===== config.mk =====
export PLATFORM = sky130hd
export DESIGN_NAME = mem_stage
export DESIGN_NICKNAME = d
export VERILOG_FILES = /design/src/rtl/mem_pkg.sv /design/src/rtl/mem_stage_align.sv /design/src/rtl/mem_stage.sv
export SDC_FILE = /design/constraint.sdc
export NUM_CORES = 1
export LEC_CHECK = 0
export BUFFER_PORTS_ARGS = -buffer_cell sky130_fd_sc_hd__buf_2
export CORE_ASPECT_RATIO = 0.5
export CORE_MARGIN = 1
export CORE_UTILIZATION = 40
export CTS_CLUSTER_DIAMETER = 40
export DETAILED_ROUTE_END_ITERATION = 12
export PLACE_DENSITY_LB_ADDON = 0.08
export SYNTH_ARGS = -nofsm -noshare
export SYNTH_HDL_FRONTEND = slang
export SYNTH_SLANG_ARGS = --single-unit

===== constraint.sdc =====
create_clock -name clk -period 4 [get_ports clk]
set_input_delay 0.2 -clock clk [delete_from_list [all_inputs] [get_ports clk]]
set_output_delay 0.2 -clock clk [all_outputs]
set_load 0.01 [all_outputs]

===== src/rtl/mem_pkg.sv =====
// Shared definitions for the MEM stage: op encodings, FSM states and the
// byte-lane helpers used by the alignment logic.
package mem_pkg;

    localparam logic [3:0] OP_NONE = 4'd0;
    localparam logic [3:0] OP_LB   = 4'd1;
    localparam logic [3:0] OP_LBU  = 4'd2;
    localparam logic [3:0] OP_LH   = 4'd3;
    localparam logic [3:0] OP_LHU  = 4'd4;
    localparam logic [3:0] OP_LW   = 4'd5;
    localparam logic [3:0] OP_SB   = 4'd6;
    localparam logic [3:0] OP_SH   = 4'd7;
    localparam logic [3:0] OP_SW   = 4'd8;

    typedef enum logic [1:0] {
        ST_IDLE = 2'd0,
        ST_REQ  = 2'd1,
        ST_DONE = 2'd2
    } state_t;

    function automatic logic is_load(input logic [3:0] op);
        return (op >= OP_LB) && (op <= OP_LW);
    endfunction

    function automatic logic is_store(input logic [3:0] op);
        return (op >= OP_SB) && (op <= OP_SW);
    endfunction

    function automatic logic is_misaligned(input logic [3:0] op, input logic [1:0] lo);
        logic r;
        r = 1'b0;
        case (op)
            OP_LH, OP_LHU, OP_SH: r = lo[0];
            OP_LW, OP_SW:         r = |lo;
            default:              r = 1'b0;
        endcase
        return r;
    endfunction

    // Little-endian lane enables; loads use the same lanes as the matching store size.
    function automatic logic [3:0] calc_be(input logic [3:0] op, input logic [1:0] lo);
        logic [3:0] be;
        be = 4'b0000;
        case (op)
            OP_LB, OP_LBU, OP_SB: be = 4'b0001 << lo;
            OP_LH, OP_LHU, OP_SH: be = lo[1] ? 4'b1100 : 4'b0011;
            OP_LW, OP_SW:         be = 4'b1111;
            default:              be = 4'b0000;
        endcase
        return be;
    endfunction

    // Replicate narrow store data across all lanes so the be mask picks the right one.
    function automatic logic [31:0] store_wdata(input logic [3:0] op, input logic [31:0] d);
        logic [31:0] w;
        case (op)
            OP_SB:   w = {4{d[7:0]}};
            OP_SH:   w = {2{d[15:0]}};
            default: w = d;
        endcase
        return w;
    endfunction

    // Pick the addressed lane out of the read word and sign/zero extend it.
    function automatic logic [31:0] extract_load(input logic [3:0] op, input logic [1:0] lo,
                                                 input logic [31:0] rdata);
        logic [31:0] sh;
        logic [15:0] half;
        logic [31:0] v;
        sh   = rdata >> {lo, 3'b000};
        half = lo[1] ? rdata[31:16] : rdata[15:0];
        case (op)
            OP_LB:   v = {{24{sh[7]}}, sh[7:0]};
            OP_LBU:  v = {24'd0, sh[7:0]};
            OP_LH:   v = {{16{half[15]}}, half};
            OP_LHU:  v = {16'd0, half};
            OP_LW:   v = rdata;
            default: v = 32'd0;
        endcase
        return v;
    endfunction

endpackage


===== src/rtl/mem_stage_align.sv =====
// Combinational byte-lane logic: enables, store replication, load extraction
// and misalignment detection for one memory op.
module mem_align
    import mem_pkg::*;
(
    input  logic [3:0]  i_op,
    input  logic [1:0]  i_addr_lo,
    input  logic [31:0] i_store_data,
    input  logic [31:0] i_rdata,
    output logic [3:0]  o_be,
    output logic [31:0] o_wdata,
    output logic [31:0] o_load_data,
    output logic        o_misalign,
    output logic        o_is_load,
    output logic        o_is_store
);

    // Pure lane decode; all heavy lifting lives in the package helpers.
    always_comb begin
        o_be        = calc_be(i_op, i_addr_lo);
        o_wdata     = store_wdata(i_op, i_store_data);
        o_load_data = extract_load(i_op, i_addr_lo, i_rdata);
        o_misalign  = is_misaligned(i_op, i_addr_lo);
        o_is_load   = is_load(i_op);
        o_is_store  = is_store(i_op);
    end

endmodule


===== src/rtl/mem_stage.sv =====
// MEM pipeline stage: ALU pass-through plus a req/ack data-memory FSM that
// stalls upstream while an access is outstanding.
module mem_stage
    import mem_pkg::*;
#(
    parameter int TIMEOUT = 255
) (
    input  logic        clk,
    input  logic        rst,
    input  logic        mem_write_reg_en_i,
    input  logic [4:0]  mem_write_reg_addr_i,
    input  logic [31:0] mem_write_reg_data_i,
    input  logic [3:0]  mem_op_i,
    input  logic [31:0] mem_addr_i,
    input  logic [31:0] mem_store_data_i,
    output logic        wb_write_reg_en_o,
    output logic [4:0]  wb_write_reg_addr_o,
    output logic [31:0] wb_write_reg_data_o,
    output logic        stall_req_o,
    output logic        dmem_req_o,
    output logic        dmem_we_o,
    output logic [31:0] dmem_addr_o,
    output logic [3:0]  dmem_be_o,
    output logic [31:0] dmem_wdata_o,
    input  logic [31:0] dmem_rdata_i,
    input  logic        dmem_ack_i,
    output logic        misalign_o,
    output logic        bus_err_o
);

    localparam logic [7:0] TO_LAST = 8'(TIMEOUT - 1);

    state_t      r_state;
    logic [7:0]  r_cnt;
    logic        r_req;
    logic        r_we;
    logic [31:0] r_addr;
    logic [3:0]  r_be;
    logic [31:0] r_wdata;
    logic [31:0] r_load;
    logic        r_err;
    logic        r_bus_err;

    logic [3:0]  w_be;
    logic [31:0] w_wdata;
    logic [31:0] w_load;
    logic        w_misalign;
    logic        w_is_load;
    logic        w_is_store;
    logic        w_issue;

    mem_align u_align (
        .i_op         (mem_op_i),
        .i_addr_lo    (mem_addr_i[1:0]),
        .i_store_data (mem_store_data_i),
        .i_rdata      (dmem_rdata_i),
        .o_be         (w_be),
        .o_wdata      (w_wdata),
        .o_load_data  (w_load),
        .o_misalign   (w_misalign),
        .o_is_load    (w_is_load),
        .o_is_store   (w_is_store)
    );

    assign w_issue = (w_is_load | w_is_store) & ~w_misalign;

    // Access FSM; bus fields are registered on issue and cleared when the access ends.
    always_ff @(posedge clk) begin
        if (rst) begin
            r_state   <= ST_IDLE;
            r_cnt     <= 8'd0;
            r_req     <= 1'b0;
            r_we      <= 1'b0;
            r_addr    <= 32'd0;
            r_be      <= 4'd0;
            r_wdata   <= 32'd0;
            r_load    <= 32'd0;
            r_err     <= 1'b0;
            r_bus_err <= 1'b0;
        end else begin
            r_bus_err <= 1'b0;
            case (r_state)
                ST_IDLE: begin
                    if (w_issue) begin
                        r_state <= ST_REQ;
                        r_req   <= 1'b1;
                        r_we    <= w_is_store;
                        r_addr  <= {mem_addr_i[31:2], 2'b00};
                        r_be    <= w_be;
                        r_wdata <= w_wdata;
                        r_cnt   <= 8'd0;
                        r_err   <= 1'b0;
                    end
                end
                ST_REQ: begin
                    r_cnt <= r_cnt + 8'd1;
                    // Ack has priority over a timeout landing in the same cycle.
                    if (dmem_ack_i) begin
                        r_load  <= w_load;
                        r_state <= ST_DONE;
                        r_req   <= 1'b0;
                        r_we    <= 1'b0;
                        r_addr  <= 32'd0;
                        r_be    <= 4'd0;
                        r_wdata <= 32'd0;
                    end else if (r_cnt == TO_LAST) begin
                        r_bus_err <= 1'b1;
                        r_err     <= 1'b1;
                        r_state   <= ST_DONE;
                        r_req     <= 1'b0;
                        r_we      <= 1'b0;
                        r_addr    <= 32'd0;
                        r_be      <= 4'd0;
                        r_wdata   <= 32'd0;
                    end
                end
                ST_DONE: r_state <= ST_IDLE;
                default: r_state <= ST_IDLE;
            endcase
        end
    end

    // Writeback/stall steering per state; everything is forced low while in reset.
    always_comb begin
        stall_req_o         = 1'b0;
        misalign_o          = 1'b0;
        wb_write_reg_en_o   = mem_write_reg_en_i;
        wb_write_reg_addr_o = mem_write_reg_addr_i;
        wb_write_reg_data_o = mem_write_reg_data_i;
        dmem_req_o          = r_req;
        dmem_we_o           = r_we;
        dmem_addr_o         = r_addr;
        dmem_be_o           = r_be;
        dmem_wdata_o        = r_wdata;
        bus_err_o           = r_bus_err;
        case (r_state)
            ST_REQ: begin
                stall_req_o       = 1'b1;
                wb_write_reg_en_o = 1'b0;
            end
            ST_DONE: begin
                if (w_is_load) begin
                    wb_write_reg_en_o   = mem_write_reg_en_i & ~r_err;
                    wb_write_reg_data_o = r_load;
                end else begin
                    wb_write_reg_en_o   = 1'b0;
                end
            end
            default: begin
                if (w_is_load | w_is_store) begin
                    wb_write_reg_en_o = 1'b0;
                    misalign_o        = w_misalign;
                    stall_req_o       = ~w_misalign;
                end
            end
        endcase
        if (rst) begin
            stall_req_o         = 1'b0;
            misalign_o          = 1'b0;
            wb_write_reg_en_o   = 1'b0;
            wb_write_reg_addr_o = 5'd0;
            wb_write_reg_data_o = 32'd0;
            dmem_req_o          = 1'b0;
            dmem_we_o           = 1'b0;
            dmem_addr_o         = 32'd0;
            dmem_be_o           = 4'd0;
            dmem_wdata_o        = 32'd0;
            bus_err_o           = 1'b0;
        end
    end

endmodule


== After elaboration in Yosys (flattened, before gate mapping) ==
Cells that the tools add are included.

* Add/sub/neg operators: 1
* $lt $le $gt $ge: 4
* Equal/unequal tests: 15
* Shift-type cells: 2
* Multiplexer cells: 53
* Bitwise gates (word level): 6
* Reduce and logical (&&, ||, !) cells: 15

{| class="wikitable"
|+ Operator list
! operator !! number
|-
| 32-bit two-way mux || 9
|-
| 32-bit one-hot mux with 2 select lines || 3
|-
| 32-bit one-hot mux with 5 select lines || 1
|-
| 32-bit by 5-bit >> shifter with 8-bit output || 1
|-
| 4-bit two-way mux || 5
|-
| 1-bit two-way mux || 19
|-
| 4-bit by 3-bit equality test with 1-bit output, second input constant || 4
|-
| 16-bit two-way mux || 1
|-
| 8-bit one-hot mux with 2 select lines || 1
|-
| 1-bit one-hot mux with 2 select lines || 6
|-
| 4-bit one-hot mux with 3 select lines || 1
|-
| 3-bit OR reduction || 3
|-
| 8-bit by 1-bit adder with 8-bit output, second input constant || 1
|-
| 4-bit by 2-bit equality test with 1-bit output, second input constant || 2
|-
| 8-bit equality test, second input constant || 1
|-
| 8-bit two-way mux || 1
|-
| 4-bit one-hot mux with 2 select lines || 1
|-
| 2-bit two-way mux || 3
|-
| 2-bit inequality test, second input constant || 3
|-
| 2-bit AND reduction || 3
|-
| 2-bit OR reduction || 3
|-
| 5-bit two-way mux || 1
|-
| 4-bit by 1-bit equality test with 1-bit output, second input constant || 1
|-
| 4-bit equality test, second input constant || 1
|-
| 17 further kinds || 21
|}

* Bits in registers: 114
* Input port bits: 141
* Output and inout bits: 111
* Word-level logic and storage cells: 106

== Depth between registers and ports, before layout ==
Gate-level depths: netlist (run 1).

* Word-level depth: 7
* Depth in mapped cells: 9
* Depth with buffers taken out: 7

== Cells and area by module ==
Synthesis (run 1) repeated with hierarchy kept, for this count alone.

* Cell total of the unflattened synthesis: 765
* Area total of the unflattened synthesis: 6189.7 um^2

{| class="wikitable"
|+ Modules (own cells, without submodules)
! module !! times used !! cells an instance !! area an instance (um^2)
|-
| mem_stage || 1 || 571 || 4813.4
|-
| mem_align || 1 || 194 || 1376.3
|}

== Least setup slack after synthesis (run 1) ==
No wires, ideal clock.

* Path type: register to register
* Start: reg r_state[1]
* End: reg r_we
* Arrival: 1.699 ns
* Setup slack: 2.179 ns
* Cell stages (with the launch flop): 10
* Buffers on the path: 3
* Clock period less this slack: 1.821 ns
* Path through: dfxtp_1 > inv_1 > ha_1 > buf_2 > clkinv_1 > nand2_1 > nand3_2 > buf_6 > buf_6 > mux2_4

* Longest elaborated chain between the ends: 3

{| class="wikitable"
|+ Ends and longest elaborated chain
! item !! RTL line !! RTL
|-
| start, declared || mem_stage.sv:33 || <nowiki>state_t r_state;</nowiki>
|-
| start signal, assigned || mem_stage.sv:70 || <nowiki>r_state <= ST_IDLE;</nowiki>
|-
| start signal, assigned || mem_stage.sv:85 || <nowiki>r_state <= ST_REQ;</nowiki>
|-
| start signal, assigned || mem_stage.sv:100 || <nowiki>r_state <= ST_DONE;</nowiki>
|-
| 2-bit by 1-bit equality test with 1-bit output or 2-bit zero test (tied branches) || mem_stage.sv:82 || <nowiki>case (r_state)</nowiki>
|-
| 3-bit inequality test (no source line), or another cell as far along || n/a ||
|-
| 3-bit AND reduction (no source line) || n/a ||
|-
| end signal, assigned || mem_stage.sv:87 || <nowiki>r_we <= w_is_store;</nowiki>
|-
| end, declared || mem_stage.sv:36 || <nowiki>logic r_we;</nowiki>
|}

Parallel ways exist; a longest one is shown, timed or not.
A chain may end at the register's enable or synchronous reset.

== Worst setup path in the final report (run 1) ==
* Start: reg r_state[1]
* End: reg r_addr[19]

* Longest elaborated chain between the ends: 3

{| class="wikitable"
|+ Ends and longest elaborated chain
! item !! RTL line !! RTL
|-
| 2-bit by 1-bit equality test with 1-bit output or 2-bit zero test (tied branches) || mem_stage.sv:82 ||
|-
| 3-bit inequality test (no source line), or another cell as far along || n/a ||
|-
| 3-bit AND reduction (no source line) || n/a ||
|-
| end signal, assigned || mem_stage.sv:88 || <nowiki>r_addr <= {mem_addr_i[31:2], 2'b00};</nowiki>
|-
| end, declared || mem_stage.sv:37 || <nowiki>logic [31:0] r_addr;</nowiki>
|}

Parallel ways exist; a longest one is shown, timed or not.

==> flow_results.org, run 1 <==
** Placement
- Port-buffer cells :: 249
- RePlAce Congestion :: 0.860
- Half-perimeter wire length after detailed placement :: 13600 um

** STA
- Final setup skew :: 0.0149 ns
- The total count of max-transition violations in the final report came to 0.
- Fmax achieved :: 385 MHz
- For the pin with the worst max-slew slack, the measured transition is 0.968 ns.
- Setup repair after global routing left no endpoint under its margin.
- Final setup violating endpoints :: 0
- Slew Limit Headroom :: 35.3%
- Share of the cycle needed by the critical path after routing :: 64.9%
- After layout, the minimum clock period comes to 2.60 ns.
- Final Hold Violating Endpoints :: 0
- After routing, the total negative slack on setup checks comes to 0 ns.
- The tightest hold path in the finished design has a slack of 0.0550 ns.

** Worst setup path
- The number of buffers and inverters on the critical path is 3.
- In this run the worst path has a maximum fanout of 68.
- For this design, the slowest cell found on the critical path is buf_4.
- Traced cell by cell, the critical path runs through inv_1, ha_1, clkinv_1, nand2_1, nand3_4, buf_4, mux2_2.
- Startpoint of the most critical register-to-register path :: r_state[1]$_SDFFE_PP0P_
- At the worst endpoint, the required time is 4.24 ns.
- Across all register-to-register paths, the minimum setup slack is 1.40 ns.
- CP Launch Type :: register
- For this run, the slowest stage of the critical path takes 0.69 ns.
- Capturing element type of the critical path :: register
- The worst setup path is of the register to register kind.
- In this run the worst setup path begins at r_state[1]$_SDFFE_PP0P_.
- Top Family by Delay on Critical Path :: buffers and inverters
- Data arrives at the worst endpoint at 2.84 ns.

** CTS
- Post_cts resized :: 0
- Later-pin clock latency in the skew report :: 0.36 ns
- Cell at the root of the clock tree :: clkbuf_16
- Maximum clock insertion buffer count :: 2
- Number of levels in the clock H-tree :: 3
- Clock tree from TritonCTS :: built
- The clock net in this run drives a total of 112 sinks.
- Post-CTS Setup Inserts :: 0
- Clock-pin slew was measured on the worst setup and hold paths at 0.08 ns.
- Number of clock buffers inserted by TritonCTS :: 9
- In this run, post-CTS hold repair placed 0 buffers.

** Pwr
- Overall power consumption :: 3.49 mW
- PwrDens :: 437 nW/um^2
- Max IR drop VDD :: 241 uV
- Reported leakage power :: 3.65 nW

** Global routing
- The first global-routing pass estimated 30500 um of wire.
- In the global route stage, overall resource usage came out at 23.0%.
- Sum of overflow across all layers after global routing :: 0
- The initial antenna violation count is 0.
- Pin count of the biggest net entering global routing :: 85
- Vias in the first global route :: 5870

** Finish
- Flip-flop and latch area :: 2240 sq um
- Antenna diode count :: 0
- In the final design database the tool counted 1144 nets.
- Fillers :: 1565
- Compared with the post-synthesis result, the final layout area differs by 24.6%.
- Most common cell after layout, fill and taps aside :: buf_2
- The multi-input combinational cells in the finished layout cover a total of 3820 sq um.
- Share of final-layout standard cells stronger than drive strength 1 :: 34.5%
- Most used cells in the layout excluding fill and tap cells :: 248 x buf_2, 157 x nand2_1, 112 x dfxtp_1

** Yosys
- Number of unique standard cell types used by synthesis :: 66
- For this run, the leading register cell type out of synthesis is dfxtp_1.
- Number of warnings reported in the yosys synthesis log :: 0
- Synthesis produced a netlist whose cell count is 792.
- The synthesized netlist occupies a cell area of 6410 sq um.
- Share of synthesized flip-flops with an asynchronous set or reset :: 0%
- Post-synth EDFFs :: 0
- Number of flip-flops and latches in the synthesized netlist :: 112
- Each instance of the synthesized netlist takes up on average 8.10 sq um.
- Summing the sequential cell areas from Yosys gives 35.0% of the chip area.

** Floorplanning
- In this run the vertical extent of the chip is 91.5 um.
- Die Area :: 16600 sq um
- Die W :: 181 um
- Ports placed on the boundary :: 252
- Floorplan row count :: 32
- Initial standard-cell utilization of the core :: 41.3%
- In this run the standard cell core region covers 15500 sq um.

** Route
- Overall routed net length :: 19300 um
- The first routing iteration left 372 violations.
- Detailed-route DRC error count :: 0
- The routed layout has 6338 vias.
- Detailed Routing Iterations Pass 1 :: 6
- Antenna Nets Post-Route :: 0
- Dividing the detail-routed wire length by the instance count gives 16.0 um.
- Vias per std cell :: 5.26

** Job
- The tool flagged a number of max-cap violations equal to 0.

** Run status
- Status :: complete, no violations

** Min path
- The worst hold path belongs to the class input pin to register.
- Hold path start :: mem_addr_i[3]
[stage by stage]
stage / instances / utilization, % / setup slack (ns) / area (sq um)
2_1_floorplan: 793 / - / 2.18 / 6420
3_3_place_gp: 1190 / 49.4 / 1.40 / 7670
3_5_place_dp: 1190 / 49.4 / 1.33 / 7670
4_1_cts: 1206 / 51.4 / 1.43 / 7990
5_1_grt: 1206 / 51.4 / 1.29 / 7990
6_report: 1206 / 51.4 / 1.40 / 7990
[kinds of logic (layout without fill, tap and decap cells)]
| family | Yosys count | in the layout | synth area share (%) |
|---|---|---|---|
| AO/OA/AOI/OAI | 186 | 186 | 19.5 |
| XOR/XNOR | 2 | 2 | 0.273 |
| adder cells (fa/ha/maj) | 6 | 6 | 1.17 |
| buffers and inverters | 76 | 285 | 5.64 |
| flip-flops | 112 | 112 | 35.0 |
| multiplexers | 62 | 62 | 11.2 |
| other | 1 | 2 | 0.0585 |
| AND/OR/NAND/NOR | 347 | 347 | 27.2 |
[Yosys cell counts (5+ instances only)]
cell	n	share of area, %
nand2_1	157	9.2
dfxtp_1	112	35
a21oi_1	80	6.2
nor2b_1	75	7.3
mux2_2	53	9.3
clkbuf_1	30	1.8
and2_1	25	2.4
buf_2	22	1.7
nor2_1	22	1.3
a21o_1	19	2.2
nand3_1	15	1.2
a221oi_1	14	1.9
a22o_1	14	1.9
o21ai_0	14	1.1
inv_1	13	0.76
nor3_1	12	0.94
o21ai_1	8	0.62
o22ai_1	8	0.78
and3_1	7	0.68
a211oi_1	6	0.70
a222oi_1	6	0.94
ha_1	6	1.2
nand2b_1	6	0.59
or3_1	6	0.59
buf_4	5	0.59
mux2i_1	5	0.78
[registers in the layout (all words and copies together) (netlist names), 2 cells and up]
signal and flops:
r_addr 30, r_be 4, r_cnt 8, r_load 32, r_state 2, r_wdata 32
[power by group]
part / total, mW / leakage, nW / internal (mW) / switching [mW]
clock network: 0.985 / 0.159 / 0.521 / 0.464
registers: 1.33 / 0.912 / 1.29 / 0.0385
logic: 1.18 / 2.58 / 0.522 / 0.655
[area by class of cell]
type	count	area share (%)
clock buffer	10	2.99
clock inverter	6	1.05
inverter	14	0.658
multi-input combinational	605	47.9
sequential	112	28.1
tap	204	3.19
timing repair buffer	255	16.2
[final timing paths]
path | end | depth (start not counted)
setup / recovery | r_addr[19]$_SDFFE_PP0P_ | 7
hold / removal | r_addr[3]$_SDFFE_PP0P_ | 2
setup reg to reg | r_addr[19]$_SDFFE_PP0P_ | 7
hold reg to reg | r_load[19]$_SDFFE_PP0P_ | 2
[worst register-to-register path, stage by stage, from the launching register on]
cell      delay [ns]
dfxtp_1         0.37
inv_1           0.09
ha_1            0.32
clkinv_1        0.22
nand2_1         0.21
nand3_4         0.09
buf_4           0.69
mux2_2          0.50
[layer usage]
metal | routed length (um) | vias up | track usage [%]
li1 | - | 3154 | -
met1 | 9140 | 2949 | 31.0
met2 | 8520 | 228 | 36.1
met3 | 1590 | 7 | 7.42
met4 | 91 | 0 | 3.81
met5 | 0 | - | 0
No activity file was read; power rests on OpenSTA's default activity.
==> run 2, diff against run 1 <==
ABC_AREA = 1   (was unset)
clock period = 2.7 ns   (was 4 ns; I/O delays follow)
==> run 2 against run 1 <==
Compared with the run above:
- via count increased by 20%
- routed wire length increased by 7.1%
- power rose by 50%
- critical endpoint is now wb_write_reg_data_o[9]
- highest routed layer is now met5
==> flow_results.org, run 2 <==
** Run status
- Status :: complete, no violations (unchanged)

** Worst setup path
- The arrival time reported for the critical path endpoint came to 2.04 ns (was 2.84 ns).
- The startpoint class of the critical path is a register (unchanged).
- The reg-to-reg endpoint is r_wdata[6]$_SDFFE_PP0P_ (was r_addr[19]$_SDFFE_PP0P_).
- Worst setup path startpoint :: r_state[0]$_SDFFE_PP0P_ (was r_state[1]$_SDFFE_PP0P_)
- The required arrival time at the worst endpoint came to 2.57 ns (was 4.24 ns).
- The worst stage delay on the critical path came to 0.34 ns (was 0.69 ns).
- The critical path class is register to output pin (was register to register).
- Startpoint of the most critical register-to-register path :: r_state[1]$_SDFFE_PP0P_ (unchanged)
- The nature of the critical path endpoint was an output pin (was register).
- The setup slack of the most critical reg-to-reg path came to 0.66 ns (was 1.40 ns).
- Slowest stage cell, crit path :: dfxtp_1 (was buf_4)
- Critical path peak fanout :: 46 (was 68)
- Register-to-Register Path Depth :: 9 (was 7)
- CP Cell Sequence :: inv_1, ha_1, nand2_2, buf_12, o21ai_0, a21oi_1, buf_2 (was inv_1, ha_1, clkinv_1, nand2_1, nand3_4, buf_4, mux2_2)

** Pwr
- The maximum resistive drop on vdd is 540 uV (was 241 uV).
- Reported leakage power :: 4.58 nW (was 3.65 nW)
- The power per unit of standard cell area came to 616 nW/um^2 (was 437 nW/um^2).

** Route
- Drt first-iter violations :: 483 (was 372)
- Number of vias in the routed layout :: 7582 (was 6338)
- Detailed-route DRC error count :: 0 (unchanged)
- The routed wire length was 20700 um (was 19300 um).
- The detail-routed via count per cell is 4.84 (was 5.26).
- The post-detailed-route wirelength per cell is 13.2 um (was 16.0 um).
- The length of the first detailed-routing pass in iterations is 5 (was 6).
- The post-route antenna net violation count came to 0 (unchanged).

** Floorplanning
- The horizontal die dimension came to 184 um (was 181 um).
- Floorplan row count :: 32 (unchanged)
- The initial core utilization is 42.0% (was 41.3%).
- The die boundary height came to 93.1 um (was 91.5 um).
- Ports placed on the boundary :: 252 (unchanged)
- Placeable core region :: 15800 sq um (was 15500 sq um)
- The total die area was 17200 sq um (was 16600 sq um).

** Global routing
- Met2 demand-to-capacity share in global routing :: 41.4% (was 36.1%)
- The initial antenna violation count came to 3 (was 0).
- The most congested layer reported by global routing is met2 (unchanged).
- Met1 global-route usage :: 31.2% (was 31.0%)
- Pin count of the biggest net entering global routing :: 53 (was 85)
- Global-route wire length before repair :: 33100 um (was 30500 um)
- Sum of overflow across all layers after global routing :: 0 (unchanged)
- The global-route total usage across every layer came to 24.0% (was 23.0%).
- Met3 GRT Util :: 5.57% (was 7.42%)
- The number of global-route vias before repair came to 6919 (was 5870).

** CTS
- Post_cts resized :: 0 (unchanged)
- Post-CTS Setup Inserts :: 0 (unchanged)
- Number of levels in the clock H-tree :: 3 (unchanged)
- The cell at the root of the clock tree is clkbuf_16 (unchanged).
- Later-pin clock latency in the skew report :: 0.35 ns (was 0.36 ns)
- Clock tree from TritonCTS :: built (unchanged)
- Maximum clock insertion buffer count :: 2 (unchanged)
- Clock input transition at the sequential cells of the worst setup and hold paths :: 0.08 ns (about the same)
- CTS Sinks :: 112 (unchanged)
- Number of clock buffers inserted by TritonCTS :: 9 (unchanged)

** Placement
- Pre-CTS worst setup slack :: 0.618 ns (was 1.33 ns)
- Port-buffer cells :: 249 (unchanged)
- The placer congestion estimate came to 0.874 (was 0.860).
- The estimated wirelength of the detail-placed design was 15000 um (was 13600 um).
- Instance area at placement :: 8010 sq um (was 7670 sq um)

** STA
- The normalized max-slew margin came to 53.3% (was 35.3%).
- Static timing analysis puts the maximum clock frequency at 459 MHz.
- The pin slew with the least headroom to its limit was 0.699 ns (was 0.968 ns).
- Pins over their slew limit :: 0 (unchanged)
- Final setup skew :: 0.0112 ns (was 0.0149 ns)
- The setup TNS was 0 ns (unchanged).
- The number of endpoints failing setup at the final stage was 0 (unchanged).
- RSZ-0062 raised after global routing :: no (unchanged)
- Time the final worst path needs with I/O delays and setup :: 2.18 ns
- The post-route worst setup slack was 0.524 ns (was 1.40 ns).
- Final Hold Violating Endpoints :: 0 (unchanged)
- After layout, the worst path uses 80.6% of the clock period.

** Finish
- The number of filler instances in the final layout is 1674 (was 1565).
- Antenna diode count :: 0 (unchanged)
- Share of final-layout standard cells stronger than drive strength 1 :: 22.8% (was 34.5%)
- Registers with the most flip-flops: r_load x32, r_wdata x32, r_addr x30 (unchanged).
- Most common cell after layout, fill and taps aside :: nand2_1 (was buf_2)
- The synthesis-to-finish area growth was 28.1% (was 24.6%).
- Final layout net count :: 1486 (was 1144)
- Most used cells in the layout excluding fill and tap cells :: 314 x nand2_1, 248 x buf_2, 173 x inv_1 (was 248 x buf_2, 157 x nand2_1, 112 x dfxtp_1)
- The post-route cell area came to 8500 sq um (was 7990 sq um).
- Final core utilization :: 53.8% (was 51.4%)

** Yosys
- Synth top area cells: dfxtp_1 34%, nand2_1 18%, inv_1 9.8% (was dfxtp_1 35%, mux2_2 9.3%, nand2_1 9.2%).
- Post-synth top cells: 315 x nand2_1, 174 x inv_1, 123 x nand3_1, 112 x dfxtp_1, 92 x nor2_1 (was 157 x nand2_1, 112 x dfxtp_1, 80 x a21oi_1, 75 x nor2b_1, 53 x mux2_2).
- Mapped Cells :: 1108 (was 792)
- Post-synth EDFFs :: 0 (unchanged)
- Largest area contributor in the netlist :: dfxtp_1 (unchanged)
- Number of unique standard cell types used by synthesis :: 31 (was 66)
- Dominant register cell in the synthesized netlist :: dfxtp_1 (unchanged)
- The average size of a mapped cell was 5.99 sq um (was 8.10 sq um).
- Part of the Yosys area used for sequential elements :: 33.8% (was 35.0%)
- Netlist area before placement :: 6640 sq um (was 6410 sq um)
- Share of synthesized flip-flops with an asynchronous set or reset :: 0% (unchanged)
- Number of flip-flops and latches in the synthesized netlist :: 112 (unchanged)
- Fraction of post-synthesis cell area in the top cell type by area :: 33.8% (was 35.0%)
- Most frequent cell after synthesis :: nand2_1 (unchanged)
- Number of warnings reported in the yosys synthesis log :: 0 (unchanged)

** Min path
- Hold path start :: mem_addr_i[22] (was mem_addr_i[3])
- Endpoint with the worst hold slack :: r_addr[22]$_SDFFE_PP0P_ (was r_addr[3]$_SDFFE_PP0P_)
- The number of cells on the worst hold path was 3 (was 2).
- Hold/Removal Path Class :: input pin to register (unchanged)

** Job
- Reported max-cap violation count :: 0 (unchanged)
==> run 2: worst max path at each step <==
stage | endpoint | slack [ns] | cells past startpoint
after floorplan | r_addr[12]$_SDFFE_PP0P_ | 0.94 | 10
after global placement | r_addr[30]$_SDFFE_PP0P_ | 0.72 | 12
after detailed placement | r_addr[13]$_SDFFE_PP0P_ | 0.62 | 12
after CTS | wb_write_reg_data_o[9] | 0.49 | 7
after global routing | wb_write_reg_data_o[22] | 0.33 | 7
final | wb_write_reg_data_o[9] | 0.52 | 7
==> run 2: per-layer routing <==
metal	share of wire, %	vias up
li1	-	3915
met1	46	3398
met2	46	250
met3	7.6	15
met4	0.72	4
met5	0.14	-
==> run 2: timing repair <==
| action | CTS | global route |
|---|---|---|
| hold buffers | 21 | 0 |
| endpoints found under the setup margin | 0 | 0 |
| endpoints found under the hold margin | 21 | 0 |
==> run 2: cell families (layout without fill, tap and decap cells) <==
kind of cell	count (synthesis)	count (layout)	share of synthesized area, %
compound gates	181	181	14.6
xor+xnor	5	5	0.659
fa+ha+maj	6	6	1.13
buf+inv	247	482	14.8
flops	112	112	33.8
other cells	1	2	0.0565
simple gates	556	556	35.0
==> run 2: final cells by class <==
| cell class | count | area (sq um) | area share [%] |
|---|---|---|---|
| flip-flops and latches | 112 | 2240 | 26.4 |
| multi-input cells | 750 | 3430 | 40.3 |
| repair buffers | 289 | 1610 | 19.0 |
| well taps | 221 | 277 | 3.25 |
| clock inverters | 6 | 51.3 | 0.603 |
| clock buffers | 10 | 229 | 2.69 |
| inverters | 177 | 664 | 7.81 |
==> run 2: worst max-delay path, delay by kind of cell, from the launching register on <==
family | cells | cell delay, ns
flip-flops | 1 | 0.34
buffers and inverters | 3 | 0.49
adder cells (fa/ha/maj) | 1 | 0.22
AND/OR/NAND/NOR | 1 | 0.33
AO/OA/AOI/OAI | 2 | 0.30
==> run 2: metrics by stage <==
step	instances	total power, mW	hold slack [ns]
final	1565	5.24	0.00865
after global routing	1565	5.62	0.00612
after CTS	1565	5.30	0.000371
after detailed placement	1528	3.96	0.358
after global placement	1528	3.94	0.352
after floorplan	1109	3.36	0.212
==> run 2: where the power goes <==
group          total, mW  switching, mW  internal [mW]
sequential          1.96         0.0726           1.89
clock               1.30          0.658          0.644
combinational       1.98           1.35          0.634
total               5.24           2.08           3.16
==> run 3, diff against run 2 <==
ABC_AREA = 0   (was 1)
clock period = 1.9 ns   (was 2.7 ns; I/O delays follow)
==> run 3 against run 2 <==
Compared with the run above:
- core utilization rose by 1.7 points
- hold slack improved by 0.021 ns
- combinational power rose by 48%
- die area fell by 3.3%
- clock power rose by 54%
- non-clock buffer count rose by 23
- routed wire length fell by 2.6%
- largest power group unchanged
- highest routed layer is now met4
==> flow_results.org, run 3 (synthesized netlist as in run 1, its figures left out) <==
** Run status
- Status :: complete, no violations (unchanged)

** CTS
- Number of levels in the clock H-tree :: 3 (unchanged)
- Later-pin clock latency in the skew report :: 0.36 ns (was 0.35 ns)
- Maximum clock insertion buffer count :: 2 (unchanged)
- The cell at the root of the clock tree was clkbuf_16 (unchanged).
- The clock sink total is 112 (unchanged).
- Clock input transition at the sequential cells of the worst setup and hold paths :: 0.08 ns (about the same)
- Number of clock buffers inserted by TritonCTS :: 9 (unchanged)
- The CTS tree is built (unchanged).

** Finish
- The number of filler instances in the final layout is 1520 (was 1674).
- The most common cell after layout, fill and taps aside is buf_2 (was nand2_1).
- Most used cells in the layout excluding fill and tap cells: 248 x buf_2, 156 x nand2_1, 112 x dfxtp_1 (was 314 x nand2_1, 248 x buf_2, 173 x inv_1).
- Final design area excluding fillers :: 8620 sq um (was 8500 sq um)
- Share of final-layout standard cells stronger than drive strength 1 :: 37.4% (was 22.8%)
- The synthesis-to-finish area growth was 34.4% (was 28.1%).
- The core occupancy in the finished layout is 55.5% (was 53.8%).
- Antenna diode count :: 0 (unchanged)
- Registers with the most flip-flops: r_load x32, r_wdata x32, r_addr x30 (unchanged).
- The multi-input combinational cell area was 3840 sq um (was 3430 sq um).
- Final layout net count :: 1201 (was 1486)
- The combined flip-flop and latch cell area came to 2240 sq um (unchanged).

** Worst setup path
- The slowest stage cell on the critical path is dfxtp_1 (unchanged).
- The reg-to-reg endpoint was r_wdata[5]$_SDFFE_PP0P_ (was r_wdata[6]$_SDFFE_PP0P_).
- The critical path class is register to output pin (unchanged).
- The largest fanout on the critical path came to 8 (was 46).
- The cell count of the worst reg-to-reg path is 7 (was 9).
- The setup slack of the most critical reg-to-reg path came to 0.12 ns (was 0.66 ns).
- Startpoint of the most critical register-to-register path :: r_cnt[0]$_SDFFE_PP0P_ (was r_state[1]$_SDFFE_PP0P_)
- The arrival time reported for the critical path endpoint is 1.75 ns (was 2.04 ns).
- CP Cell Sequence: inv_2, ha_2, and3_4, clkbuf_16, nand2_1, a21oi_1, buf_2 (was inv_1, ha_1, nand2_2, buf_12, o21ai_0, a21oi_1, buf_2).
- Max incr delay on CP :: 0.32 ns (was 0.34 ns)
- Capturing element type of the critical path :: output pin (unchanged)
- The required arrival time at the worst endpoint is 1.80 ns (was 2.57 ns).
- CP Launch Type :: register (unchanged)

** STA
- RSZ-0062 raised after global routing :: yes (was no)
- Fmax achieved :: 541 MHz
- Final Hold Violating Endpoints :: 0 (unchanged)
- The worst hold slack across all endpoints is 0.0300 ns (was 0.00865 ns).
- The normalized max-slew margin was 59.8% (was 53.3%).
- After layout, the minimum clock period comes to 1.85 ns.
- Final setup skew :: 0.0203 ns (was 0.0112 ns)
- Setup tns final :: 0 ns (unchanged)
- Share of the cycle needed by the critical path after routing :: 97.3%
- The total count of max-transition violations in the final report was 0 (unchanged).
- Final setup violating endpoints :: 0 (unchanged)
- The pin slew with the least headroom to its limit was 0.601 ns (was 0.699 ns).

** Route
- The violation count after the first detailed-route iteration came to 348 (was 483).
- Average wire per cell in the routed design :: 16.0 um (was 13.2 um)
- Overall routed net length :: 20200 um (was 20700 um)
- The length of the first detailed-routing pass in iterations is 6 (was 5).
- Detailed-route DRC error count :: 0 (unchanged)
- Antenna Nets Post-Route :: 0 (unchanged)
- Number of vias in the routed layout :: 6618 (was 7582)
- The detail-routed via count per cell was 5.24 (was 4.84).

** Placement
- The placer congestion estimate was 0.865 (was 0.874).
- Half-perimeter wire length after detailed placement :: 14300 um (was 15000 um)
- The cell area after placement came to 8040 sq um (was 8010 sq um).
- Port-buffer cells :: 249 (unchanged)

** Global routing
- Sum of overflow across all layers after global routing :: 0 (unchanged)
- All-Layer GR Usage :: 23.5% (was 24.0%)
- The number of global-route vias before repair came to 6249 (was 6919).
- The global-route wire length before repair came to 31300 um (was 33100 um).
- The largest net degree at the start of global routing was 115 (was 53).
- Number of antenna violations at the first check in global routing :: 0 (was 3)

** Job
- The max capacitance violation total was 0 (unchanged).

** Pwr
- PwrDens :: 898 nW/um^2 (was 616 nW/um^2)
- Max IR drop VDD :: 466 uV (was 540 uV)
- The leakage power figure was 3.96 nW (was 4.58 nW).
- Overall power consumption :: 7.74 mW (was 5.24 mW)

** Floorplanning
- The core outline area came to 15500 sq um (was 15800 sq um).
- The floorplan row count came to 32 (unchanged).
- The initial core utilization is 41.3% (was 42.0%).
- The die boundary height is 91.5 um (was 93.1 um).
- Die Area :: 16600 sq um (was 17200 sq um)
- The number of placed I/O pins was 252 (unchanged).
- The horizontal die dimension is 181 um (was 184 um).

** Min path
- Hold path start :: dmem_rdata_i[0] (was mem_addr_i[22])
- Number of cells on the worst hold path :: 3 (unchanged)
- Hold/Removal Path Class :: input pin to register (unchanged)
- The end of the worst hold path was r_load[0]$_SDFFE_PP0P_ (was r_addr[22]$_SDFFE_PP0P_).
[run 3: per-layer routing]
layer	up-vias	track usage, %	routed length [um]
met5	-	0	0
met4	0	4.17	176
met3	20	7.38	1510
met2	232	39.4	9340
met1	3100	29.9	9160
li1	3266	-	-
[run 3: stage by stage]
stage	instances	worst slack, ns
after floorplan	793	0.0792
after global placement	1226	0.127
after detailed placement	1226	0.0833
after CTS	1255	0.00507
after global routing	1262	-0.0603
final	1262	0.0505
[run 3: power by group]
group          internal [mW]  switching (mW)  total, mW
sequential              2.71          0.0795       2.79
clock                   1.04           0.963       2.00
combinational           1.47            1.47       2.94
[run 3: worst max-delay path: cells and delay by family, from the launching register on]
kind | cells | cell delay [ns]
adder cells (fa/ha/maj) | 1 | 0.21
AO/OA/AOI/OAI | 1 | 0.12
flip-flops | 1 | 0.32
AND/OR/NAND/NOR | 2 | 0.33
buffers and inverters | 3 | 0.43
[run 3: how the worst max path moves through the flow]
| stage | from | to | cells past startpoint |
|---|---|---|---|
| 5_1_grt | r_state[0]$_SDFFE_PP0P_ | wb_write_reg_data_o[25] | 7 |
| 3_3_place_gp | r_state[0]$_SDFFE_PP0P_ | r_cnt[2]$_SDFFE_PP0P_ | 7 |
| 6_report | r_state[0]$_SDFFE_PP0P_ | wb_write_reg_data_o[17] | 7 |
| 3_5_place_dp | r_state[1]$_SDFFE_PP0P_ | r_load[3]$_SDFFE_PP0P_ | 6 |
| 2_1_floorplan | r_state[1]$_SDFFE_PP0P_ | r_we$_SDFFE_PP0P_ | 9 |
| 4_1_cts | r_state[0]$_SDFFE_PP0P_ | wb_write_reg_data_o[13] | 7 |
[run 3: final cells by class]
class / count / area share (%)
clock buffers: 9 / 2.61
clock inverters: 6 / 0.943
inverters: 14 / 0.610
multi-input cells: 605 / 44.6
flip-flops and latches: 112 / 26.0
well taps: 204 / 2.96
repair buffers: 312 / 22.3
[run 3: timing repair]
action,in CTS,in global routing
hold buffers,14,0
hold endpoints to repair,14,0
setup buffers,0,3
resized for setup,0,11
endpoints found under the setup margin,0,61
